<file path="config.mk">
export PLATFORM = sky130hd
export DESIGN_NAME = video_capture_ctrl
export DESIGN_NICKNAME = d
export VERILOG_FILES = /design/src/rtl/video_pkg.sv /design/src/rtl/video_capture_ctrl_edge_det.sv /design/src/rtl/video_capture_ctrl.sv
export SDC_FILE = /design/constraint.sdc
export NUM_CORES = 1
export LEC_CHECK = 0
export CAP_MARGIN = 30
export CORE_ASPECT_RATIO = 1.1
export CORE_MARGIN = 1.5
export CORE_UTILIZATION = 28
export CTS_CLUSTER_DIAMETER = 30
export DETAILED_ROUTE_END_ITERATION = 8
export DONT_BUFFER_PORTS = 1
export HOLD_SLACK_MARGIN = 0.03
export SLEW_MARGIN = 20
export SYNTH_ARGS = -nofsm -noshare
export SYNTH_HDL_FRONTEND = slang
export SYNTH_SLANG_ARGS = --single-unit
</file>
<file path="constraint.sdc">
create_clock -name clk -period 2.84 [get_ports clk]
set_clock_uncertainty 0.2 [all_clocks]
set_input_delay 0.568 -clock clk [delete_from_list [all_inputs] [get_ports clk]]
set_output_delay 0.568 -clock clk [all_outputs]
set_load 0.01 [all_outputs]
</file>
<file path="src/rtl/video_pkg.sv">
// ============================================================================
// Module      : video_pkg
// Description : Shared definitions for the OV7725 capture path: sequencer
//               state encoding, sensor geometry defaults and power-up timing
//               defaults.
// Contents    : state_t            - sequencer state enum
//               C_ROW_NUM ...      - geometry and timing defaults
//               max3()             - largest of three counts
// Revision    : 1.0 - initial release
// ============================================================================
`default_nettype none

package video_pkg;

    typedef enum logic [2:0] {
        ST_OFF     = 3'd0,
        ST_PWRUP   = 3'd1,
        ST_SRST    = 3'd2,
        ST_SETTLE  = 3'd3,
        ST_CONFIG  = 3'd4,
        ST_IDLE    = 3'd5,
        ST_ARMED   = 3'd6,
        ST_CAPTURE = 3'd7
    } state_t;

    // OV7725 QVGA geometry, RGB565
    localparam int C_ROW_NUM       = 240;
    localparam int C_PIXEL_NUM     = 320;
    localparam int C_BYTES_PER_PIX = 2;
    localparam int C_ADDR_WIDTH    = 18;

    // Power-up sequencing in clk cycles
    localparam int C_PWUP_CYCLES   = 1024;
    localparam int C_RST_CYCLES    = 256;
    localparam int C_SETTLE_CYCLES = 4096;

    function automatic int max3(input int a, input int b, input int c);
        int m;
        m = (a > b) ? a : b;
        return (m > c) ? m : c;
    endfunction

endpackage

`default_nettype wire

</file>
<file path="src/rtl/video_capture_ctrl_edge_det.sv">
// ============================================================================
// Module      : edge_det
// Description : Registered edge detector for an already-synchronized level.
//               Holds the previous sample; edges are that sample compared
//               with the current level.
// Ports       : clk, rstn - clock, asynchronous active-low reset
//               sig       - input level
//               rise/fall - single-cycle edge indications
// Revision    : 1.0 - initial release
// ============================================================================
`default_nettype none

module edge_det (
    input  logic clk,
    input  logic rstn,
    input  logic sig,
    output logic rise,
    output logic fall
);

    logic r_sig_d;

    always_ff @(posedge clk or negedge rstn) begin
        if (!rstn) r_sig_d <= 1'b0;
        else       r_sig_d <= sig;
    end

    assign rise = sig & ~r_sig_d;
    assign fall = ~sig & r_sig_d;

endmodule

`default_nettype wire

</file>
<file path="src/rtl/video_capture_ctrl.sv">
// ============================================================================
// Module      : video_capture_ctrl
// Description : OV7725 video-path sequencer. Powers the sensor up (pwdn, then
//               vreset pulse, then settle), requests SCCB configuration, then
//               converts vsync/href/pix_vld into frame-buffer byte writes and
//               reports frame completion and geometry errors.
// Ports       : clk, rstn          - clock, asynchronous active-low reset
//               start, continuous  - control from the recognition core
//               sccb_done          - configuration complete pulse
//               vsync, href,pix_vld- synchronized video strobes
//               pwdn, vreset       - sensor power-down / reset
//               cfg_start          - configuration request pulse
//               wr_en, wr_addr     - frame-buffer byte write
//               busy, done, err_len- status
// Revision    : 1.0 - initial release
// ============================================================================
`default_nettype none

module video_capture_ctrl
    import video_pkg::*;
#(
    parameter int ROW_NUM       = C_ROW_NUM,
    parameter int PIXEL_NUM     = C_PIXEL_NUM,
    parameter int BYTES_PER_PIX = C_BYTES_PER_PIX,
    parameter int ADDR_WIDTH    = C_ADDR_WIDTH,
    parameter int PWUP_CYCLES   = C_PWUP_CYCLES,
    parameter int RST_CYCLES    = C_RST_CYCLES,
    parameter int SETTLE_CYCLES = C_SETTLE_CYCLES
) (
    input  logic                  clk,
    input  logic                  rstn,
    input  logic                  start,
    input  logic                  continuous,
    input  logic                  sccb_done,
    input  logic                  vsync,
    input  logic                  href,
    input  logic                  pix_vld,
    output logic                  pwdn,
    output logic                  vreset,
    output logic                  cfg_start,
    output logic                  wr_en,
    output logic [ADDR_WIDTH-1:0] wr_addr,
    output logic                  busy,
    output logic                  done,
    output logic                  err_len
);

    localparam int LINE_BYTES = PIXEL_NUM * BYTES_PER_PIX;
    // Byte counter can reach LINE_BYTES+1 so an over-long line stays
    // distinguishable from an exact one.
    localparam int BW = $clog2(LINE_BYTES + 2);
    localparam int LW = $clog2(ROW_NUM + 1);
    localparam int SW = $clog2(max3(PWUP_CYCLES, RST_CYCLES, SETTLE_CYCLES) + 1);

    localparam logic [BW-1:0] C_LINE_BYTES  = BW'(LINE_BYTES);
    localparam logic [LW-1:0] C_LAST_LINE   = LW'(ROW_NUM - 1);
    localparam logic [SW-1:0] C_PWUP_LAST   = SW'(PWUP_CYCLES - 1);
    localparam logic [SW-1:0] C_RST_LAST    = SW'(RST_CYCLES - 1);
    localparam logic [SW-1:0] C_SETTLE_LAST = SW'(SETTLE_CYCLES - 1);

    state_t                r_state,     w_state;
    logic [SW-1:0]         r_seq_cnt,   w_seq_cnt;
    logic [LW-1:0]         r_line_cnt,  w_line_cnt;
    logic [BW-1:0]         r_byte_cnt,  w_byte_cnt;
    logic [ADDR_WIDTH-1:0] r_addr_next, w_addr_next;
    logic [ADDR_WIDTH-1:0] r_wr_addr,   w_wr_addr;
    logic r_pwdn, w_pwdn, r_vreset, w_vreset, r_cfg_start, w_cfg_start;
    logic r_wr_en, w_wr_en, r_busy, w_busy, r_done, w_done, r_err, w_err;

    logic w_vsync_rise, w_vsync_fall, w_href_rise, w_href_fall;
    logic w_frame_end;

    edge_det u_vsync_edge (
        .clk  (clk),
        .rstn (rstn),
        .sig  (vsync),
        .rise (w_vsync_rise),
        .fall (w_vsync_fall)
    );

    edge_det u_href_edge (
        .clk  (clk),
        .rstn (rstn),
        .sig  (href),
        .rise (w_href_rise),
        .fall (w_href_fall)
    );

    logic w_unused;
    assign w_unused = &{1'b0, w_vsync_fall, w_href_rise};

    assign w_frame_end = w_href_fall && (r_line_cnt == C_LAST_LINE);

    always_comb begin
        w_state     = r_state;
        w_seq_cnt   = r_seq_cnt;
        w_line_cnt  = r_line_cnt;
        w_byte_cnt  = r_byte_cnt;
        w_addr_next = r_addr_next;
        w_wr_addr   = r_wr_addr;
        w_pwdn      = r_pwdn;
        w_vreset    = r_vreset;
        w_err       = r_err;
        w_cfg_start = 1'b0;
        w_wr_en     = 1'b0;
        w_done      = 1'b0;

        case (r_state)
            ST_OFF: begin
                if (start) begin
                    w_state   = ST_PWRUP;
                    w_pwdn    = 1'b0;
                    w_vreset  = 1'b1;
                    w_seq_cnt = '0;
                    w_err     = 1'b0;
                end
            end
            ST_PWRUP: begin
                if (r_seq_cnt == C_PWUP_LAST) begin
                    w_state   = ST_SRST;
                    w_vreset  = 1'b0;
                    w_seq_cnt = '0;
                end else begin
                    w_seq_cnt = r_seq_cnt + SW'(1);
                end
            end
            ST_SRST: begin
                if (r_seq_cnt == C_RST_LAST) begin
                    w_state   = ST_SETTLE;
                    w_vreset  = 1'b1;
                    w_seq_cnt = '0;
                end else begin
                    w_seq_cnt = r_seq_cnt + SW'(1);
                end
            end
            ST_SETTLE: begin
                if (r_seq_cnt == C_SETTLE_LAST) begin
                    w_state     = ST_CONFIG;
                    w_cfg_start = 1'b1;
                    w_seq_cnt   = '0;
                end else begin
                    w_seq_cnt = r_seq_cnt + SW'(1);
                end
            end
            ST_CONFIG: begin
                // A done pulse coincident with our own request is stale.
                if (sccb_done && !r_cfg_start) w_state = ST_ARMED;
            end
            ST_IDLE: begin
                if (start) begin
                    w_state = ST_ARMED;
                    w_err   = 1'b0;
                end
            end
            ST_ARMED: begin
                if (w_vsync_rise) begin
                    w_state     = ST_CAPTURE;
                    w_line_cnt  = '0;
                    w_byte_cnt  = '0;
                    w_addr_next = '0;
                    w_wr_addr   = '0;
                end
            end
            ST_CAPTURE: begin
                if (pix_vld && href) begin
                    if (r_byte_cnt < C_LINE_BYTES) begin
                        w_wr_en     = 1'b1;
                        w_wr_addr   = r_addr_next;
                        w_addr_next = r_addr_next + ADDR_WIDTH'(1);
                        w_byte_cnt  = r_byte_cnt + BW'(1);
                    end else if (r_byte_cnt == C_LINE_BYTES) begin
                        w_byte_cnt = r_byte_cnt + BW'(1);
                    end
                end
                if (w_href_fall) begin
                    if (r_byte_cnt != C_LINE_BYTES) w_err = 1'b1;
                    w_byte_cnt = '0;
                    w_line_cnt = r_line_cnt + LW'(1);
                    if (w_frame_end) begin
                        w_done  = 1'b1;
                        w_state = continuous ? ST_ARMED : ST_IDLE;
                    end
                end
                // Line accounting above happens first; a vsync edge that does
                // not coincide with the final line is a short frame.
                if (w_vsync_rise && !w_frame_end) begin
                    w_err       = 1'b1;
                    w_wr_en     = 1'b0;
                    w_line_cnt  = '0;
                    w_byte_cnt  = '0;
                    w_addr_next = '0;
                    w_wr_addr   = '0;
                end
            end
            default: w_state = ST_OFF;
        endcase

        w_busy = !((w_state == ST_OFF) || (w_state == ST_IDLE));
    end

    always_ff @(posedge clk or negedge rstn) begin
        if (!rstn) begin
            r_state     <= ST_OFF;
            r_seq_cnt   <= '0;
            r_line_cnt  <= '0;
            r_byte_cnt  <= '0;
            r_addr_next <= '0;
            r_wr_addr   <= '0;
            r_pwdn      <= 1'b1;
            r_vreset    <= 1'b0;
            r_cfg_start <= 1'b0;
            r_wr_en     <= 1'b0;
            r_busy      <= 1'b0;
            r_done      <= 1'b0;
            r_err       <= 1'b0;
        end else begin
            r_state     <= w_state;
            r_seq_cnt   <= w_seq_cnt;
            r_line_cnt  <= w_line_cnt;
            r_byte_cnt  <= w_byte_cnt;
            r_addr_next <= w_addr_next;
            r_wr_addr   <= w_wr_addr;
            r_pwdn      <= w_pwdn;
            r_vreset    <= w_vreset;
            r_cfg_start <= w_cfg_start;
            r_wr_en     <= w_wr_en;
            r_busy      <= w_busy;
            r_done      <= w_done;
            r_err       <= w_err;
        end
    end

    assign pwdn      = r_pwdn;
    assign vreset    = r_vreset;
    assign cfg_start = r_cfg_start;
    assign wr_en     = r_wr_en;
    assign wr_addr   = r_wr_addr;
    assign busy      = r_busy;
    assign done      = r_done;
    assign err_len   = r_err;

endmodule

`default_nettype wire

</file>
======== Yosys cells after proc, flatten, opt, wreduce, memory -nomap -nowiden ========
Cells that the tools add are included.
storage, ports and cells
  output and inout port bits .............. 25
  register bits after elaboration ......... 79
  input port bits ......................... 8
  word-level logic and storage cells ...... 125
cells by class
  order comparisons ....................... 1
  reduce and logical (&&, ||, !) cells .... 22
  eq/ne operators ......................... 25
  multiplexer cells ....................... 54
  bitwise logic cells ..................... 4
  add/sub/neg operators ................... 4
operators by type and width
  kind                                                count
  2-to-1 mux 18 bit                                   7
  one-hot mux 18 bit (2 select lines)                 2
  2-to-1 mux 10 bit                                   6
  2-to-1 mux 13 bit                                   4
  one-hot mux 13 bit (4 select lines)                 1
  2-to-1 mux 3 bit                                    9
  2-to-1 mux 8 bit                                    3
  one-hot mux 3 bit (8 select lines)                  1
  one-hot mux 10 bit (2 select lines)                 1
  adder 18 x 1 -> 18 bit, second input constant       1
  2-to-1 mux 1 bit                                    16
  one-hot mux 8 bit (2 select lines)                  1
  AND reduction 4 bit                                 4
  == test 3 bit, second input constant                5
  adder 13 x 1 -> 13 bit, second input constant       1
  == test 13 x 10 -> 1 bit, second input constant     1
  == test 13 x 12 -> 1 bit, second input constant     1
  == test 13 x 8 -> 1 bit, second input constant      1
  != test 3 bit, second input constant                4
  adder 10 x 1 -> 10 bit, second input constant       1
  == test 10 bit, second input constant               1
  less-than comparator 10 bit, second input constant  1
  != test 10 bit, second input constant               1
  adder 8 x 1 -> 8 bit, second input constant         1
  22 further kinds                                    36

======== Longest topological paths before layout ========
  word-level depth ........................ 9
  mapped depth ............................ 8
  depth with buffers taken out ............ 7

======== By module ========
A second synthesis with hierarchy kept.
unflattened totals
  cell total of the unflattened synthesis .. 433
  area, all modules ....................... 4174.0 um2
modules (own cells, without submodules)
  module              times used  cells each  area an instance (um2)
  video_capture_ctrl  1           427         4093.9
  edge_det            2           3           40.0

======== Worst setup path after synthesis ========
No wires, ideal clock.
  path kind ............................... input to register
  start ................................... input vsync
  end ..................................... register r_addr_next[17]
  data arrival time ....................... 1.976 ns
  setup time .............................. 0.077 ns
  buffers on the path ..................... 1
  cell stages on the path ................. 6
  path slack .............................. 0.587 ns
  data required time ...................... 2.563 ns
  cells stage by stage .................... nand2b_4 > buf_6 > a2111oi_4 > a21oi_2 > or4_1 > a21oi_1
on the way
  word-level cells in the longest chain between the ends .. 4
  elaborated cells on any way between the ends .. 8
  classes of those cells .................. eq/ne: 3; mux: 2; bitwise: 1; reduce/logical: 2
ends and longest elaborated chain
  item                                                                                                line                               RTL
  start, declared                                                                                     video_capture_ctrl.sv:35           input logic vsync,
  AND 1 bit (*)                                                                                       video_capture_ctrl_edge_det.sv:28  assign rise = sig & ~r_sig_d;
  logical AND 1 bit                                                                                   video_capture_ctrl.sv:186          if (w_vsync_rise && !w_frame_end) begin
  != test 3 bit (no source line) / 2-to-1 mux 18 bit (equally long branches)                          n/a
  AND reduction 4 bit (no source line) / one-hot mux 18 bit (2 select lines) (equally long branches)  n/a
  end signal, assigned                                                                                video_capture_ctrl.sv:221          r_addr_next <= w_addr_next;
  end, declared                                                                                       video_capture_ctrl.sv:65           logic [ADDR_WIDTH-1:0] r_addr_next, w_addr_next;
Mark *: on every way between the ends. The rest lies on a longest branch, timed or not.
A chain may end at the register's enable or synchronous reset.

======== Worst setup path after layout ========
  start ................................... register r_seq_cnt[0]
  end ..................................... register r_seq_cnt[5]
on the way
  word-level cells in the longest chain between the ends .. 3
  elaborated cells on any way between the ends .. 8
  classes of those cells .................. add/sub: 1; eq/ne: 3; mux: 4
ends and longest elaborated chain
  item                                            line                                                                             RTL
  start, declared                                 video_capture_ctrl.sv:62                                                         logic [SW-1:0] r_seq_cnt, w_seq_cnt;
  start signal, assigned                          video_capture_ctrl.sv:218                                                        r_seq_cnt <= w_seq_cnt;
  adder 13 x 1 -> 13 bit (tied with other cells)  video_capture_ctrl.sv:124, video_capture_ctrl.sv:133, video_capture_ctrl.sv:142
  2-to-1 mux 13 bit (on tied branches)            video_capture_ctrl.sv:137, video_capture_ctrl.sv:119, video_capture_ctrl.sv:128
  one-hot mux 13 bit (4 select lines) (*)         video_capture_ctrl.sv:108                                                        case (r_state)
Marked as above.

==> summary by stage <==
Global routing
Summed over all layers, the global routing overflow is 0. The initial antenna violation count was 0. The global-route wire length before repair is roughly 15,000 um. The pin count of the biggest net entering global routing is 80. Across every metal layer, demand over resource in global routing totals 0.128. The number of global-route vias before repair was 3,022.

Critical path
STA puts the critical path data required time at 2.87 ns. The kind of capture point of the worst setup path is a register. The kind of critical path is register to register. The nature of the critical path startpoint is a register. Tracing the worst setup path back leads to its startpoint at r_seq_cnt[0]. The signal on the critical path passes through ha_1 -> nand3_1 -> o41ai_2 -> a211oi_2 -> buf_4 -> a21o_1 -> a22o_1. The buffers plus inverters on the worst setup path is 1. The critical path arrival is between 2 and 2.5 ns. The largest individual stage delay along the critical path comes from the cell sky130_fd_sc_hd__o41ai_2. The delay contributed by the slowest stage of the critical path is 0.48 ns. The kind of cell adding the most delay to the critical path is compound AO/OA/AOI/OAI gates. In this run the worst path has a maximum fanout of 14. The worst register-to-register path begins at r_seq_cnt[0].

Floorplanning
The die covers ~15,000 sq um. For this design the top-level I/O count stands at 33. The width of the die is 117 um. The die span in y is roughly 130 um. The count of standard-cell rows is 45. The core footprint is approximately 14,000 sq um. For this configuration, the core starts out at a cell density of 0.289.

Yosys
By area the synthesized netlist is led by sky130_fd_sc_hd__dfrtp_1 49%, sky130_fd_sc_hd__a22o_1 5.2%, sky130_fd_sc_hd__nand3_1 4.1%. In the synthesized netlist the dominant register cell turns out to be sky130_fd_sc_hd__dfrtp_1. The share of the Yosys chip area taken by registers is 0.492.

Of the post-synthesis cell area, the dominant cell type holds 0.485. The number of enable flip-flop cells after synthesis is 0. The count of distinct cell types in the synthesized netlist is 55. Counting every instance in the synthesized netlist gives just over 400.

The mapped cell area is a little over 4000 sq um. After synthesis, the share of flip-flops with an asynchronous set or reset is 1.00. Yosys printed 0 warnings. The number of nets produced by synthesis is roughly 430. The most numerous cell in the Yosys netlist is sky130_fd_sc_hd__dfrtp_1.

The biggest area contributor in the post-synthesis netlist is sky130_fd_sc_hd__dfrtp_1. The synthesized flop and latch total is 79. Averaged over all synthesized cells, the footprint is between 9 and 10 sq um.

In the synthesized netlist, the cells that appear most often are 78 x sky130_fd_sc_hd__dfrtp_1, 37 x sky130_fd_sc_hd__nand2_1, 33 x sky130_fd_sc_hd__nand3_1.

Routing
The highest metal layer carrying signal wires in the routed design is met4. In the routed layout, each cell is associated on average with a via count of approximately 5.2. The first routing iteration left around 160 violations. The first TritonRoute pass finished after 4 iterations. In the detailed route, the total length drawn on met3 is 381 um. The routed wire length is slightly above 9000 um. The number of routed nets with antenna violations is 0. The met2 layer wire length in the routed design is ~4500 um. In the final routing, the length of wire on met1 measures 4180 um.

The via count is 3,176. The routed length per placed instance is ~15 um. For this run, design rule violations remaining after detail routing come to 0.

Finish
0 antenna diodes ended up in the layout. The signed area change from the synthesized netlist to the final layout is 14.7%. Measured on the finished design, the core utilization comes to 0.332. At the end of the flow, the number of nets in the layout was 437. In the final layout, the share of cells above drive strength 1 is 0.103.

Clocking
The clock reaches the later pin of the worst-skew pair after ~0.34 ns. The maximum number of buffers from clock root to sink is 2. TritonCTS created 9 clock buffers. The clock input transition at the sequential cells of the worst setup and hold paths is 0.06 ns. The clock root buffer is sky130_fd_sc_hd__clkbuf_16. The CTS tree is yes. The post-cts gate resize count is 0.

The buffer count from post-CTS setup fixing is 0. Counting every sink on the clock net gives 79. The number of buffers inserted for hold repair after clock tree synthesis is 2.

The H-tree was split into 3 levels.

Min path
The worst hold path begins at vsync. The classification of the worst-slack hold path is input pin to register.

Power and ir drop
For this design the static power due to leakage is ~2.0 nW. The worst-case IR drop observed on VDD is about 0.22 mV. The total power per unit cell area is ~510 nW/um^2. The completed layout was analyzed and its total power is between 0.002 and 0.0025 W.

Timing
The final setup violation count is 0. The number of hold violations in the final report came to 0. The headroom to the max-slew limit is 0.531. The setup TNS is 0 ns. After layout, the minimum clock period comes to 2.39 ns.

Setup repair after global routing left no endpoint under its margin. The slew at the pin with the worst max-slew slack is between 0.6 and 0.7 ns. Of the available clock period, the critical path in the final layout requires 0.842. The fmax is 0.418 GHz. The number of max-slew violations in the final report is 0.

Run
The count of maximum capacitance violations is 0.

Placement
Port buffering added 0 buffers. The detailed placer's ending HPWL is 6460 um. Routability-driven placement finished with a final weighted congestion of 0.833.

Outcome
The flow ran to the end, and the final reports show no timing, DRC or antenna violations.
logic make-up after synthesis:
logic type / Yosys count / synth area share
DFF: 79 / 0.492
xor gates and xnor gates: 13 / 0.0283
adders and majority gates: 5 / 0.0155
AOI/OAI and AO/OA: 106 / 0.187
and+or+nand+nor: 179 / 0.235
muxes: 6 / 0.0155
buffers and inverters: 25 / 0.0267
cells in the final DEF (no fill, tap or decap), drive strengths merged, types with 4 or more instances in the layout:
| cell | Yosys | layout |
|---|---|---|
| ha | 5 | 5 |
| nand3 | 33 | 33 |
| dfrtp | 78 | 78 |
| nand2 | 37 | 37 |
| a22o | 24 | 24 |
| nor4 | 4 | 4 |
| nor3 | 13 | 13 |
| inv | 10 | 10 |
| a21oi | 23 | 23 |
| or4 | 4 | 4 |
| nand4 | 11 | 11 |
| and3 | 11 | 11 |
| buf | 5 | 14 |
| nor2 | 31 | 31 |
| xor2 | 12 | 12 |
| mux2i | 4 | 4 |
| o41ai | 5 | 5 |
| clkbuf | 10 | 12 |
| o31ai | 4 | 4 |
| nand2b | 4 | 4 |
| a21o | 6 | 6 |
| o21ai | 30 | 30 |
| or3 | 14 | 14 |
path summary, 6_finish.rpt:
check,slack (ns),cells after the start,endpoint
setup / recovery,0.45,7,r_seq_cnt[5]
hold / removal,0.06,0,u_vsync_edge.r_sig_d
setup reg to reg,0.45,7,r_seq_cnt[5]
hold reg to reg,0.30,2,r_line_cnt[1]
max in group asynchronous,1.50,2,pwdn
min in group asynchronous,0.62,2,u_vsync_edge.r_sig_d
registers in the layout, indices dropped and copies added (netlist names), 3 cells and up:
signal / flops
r_seq_cnt: 13
r_state: 3
r_addr_next: 18
wr_addr: 18
r_line_cnt: 8
r_byte_cnt: 10
routing by layer:
| metal | vias to the layer above | track usage |
|---|---|---|
| met5 | - | 0 |
| met4 | 0 | 0.0523 |
| met3 | 10 | 0.0368 |
| met2 | 48 | 0.211 |
| met1 | 1574 | 0.158 |
| li1 | 1544 | - |
worst reg2reg max path, stage by stage, from the launching register on:
cell and delay, ns:
sky130_fd_sc_hd__dfrtp_1 0.39, sky130_fd_sc_hd__ha_1 0.25, sky130_fd_sc_hd__nand3_1 0.25, sky130_fd_sc_hd__o41ai_2 0.48, sky130_fd_sc_hd__a211oi_2 0.17, sky130_fd_sc_hd__buf_4 0.21, sky130_fd_sc_hd__a21o_1 0.16, sky130_fd_sc_hd__a22o_1 0.17
power by group:
part,switching (W),total (W),internal [W],leakage (nW)
clock,0.000434,0.00113,0.000700,0.143
sequential,0.0000146,0.00115,0.00114,1.04
combinational,0.0000454,0.0000667,0.0000213,0.769
total,0.000494,0.00235,0.00186,1.95
stage by stage:
step	setup slack, ns	instance area, sq um	cells	hold slack (ns)
floorplan	0.587	4020	413	0.0724
global placement	0.339	4280	598	0.0739
detailed placement	0.260	4280	598	0.0735
CTS	0.237	4610	615	0.0465
global route	0.282	4610	616	0.0386
finish	0.449	4610	616	0.0569
area by class of cell:
class | count | area [sq um]
Fill cell | 1412 | 9290
Inverter | 10 | 37.5
Clock inverter | 3 | 43.8
Multi-Input combinational cell | 309 | 1940
Timing Repair Buffer | 15 | 135
Sequential cell | 79 | 1980
Clock buffer | 12 | 246
Tap cell | 188 | 235
(Power assumes the default switching activity.)
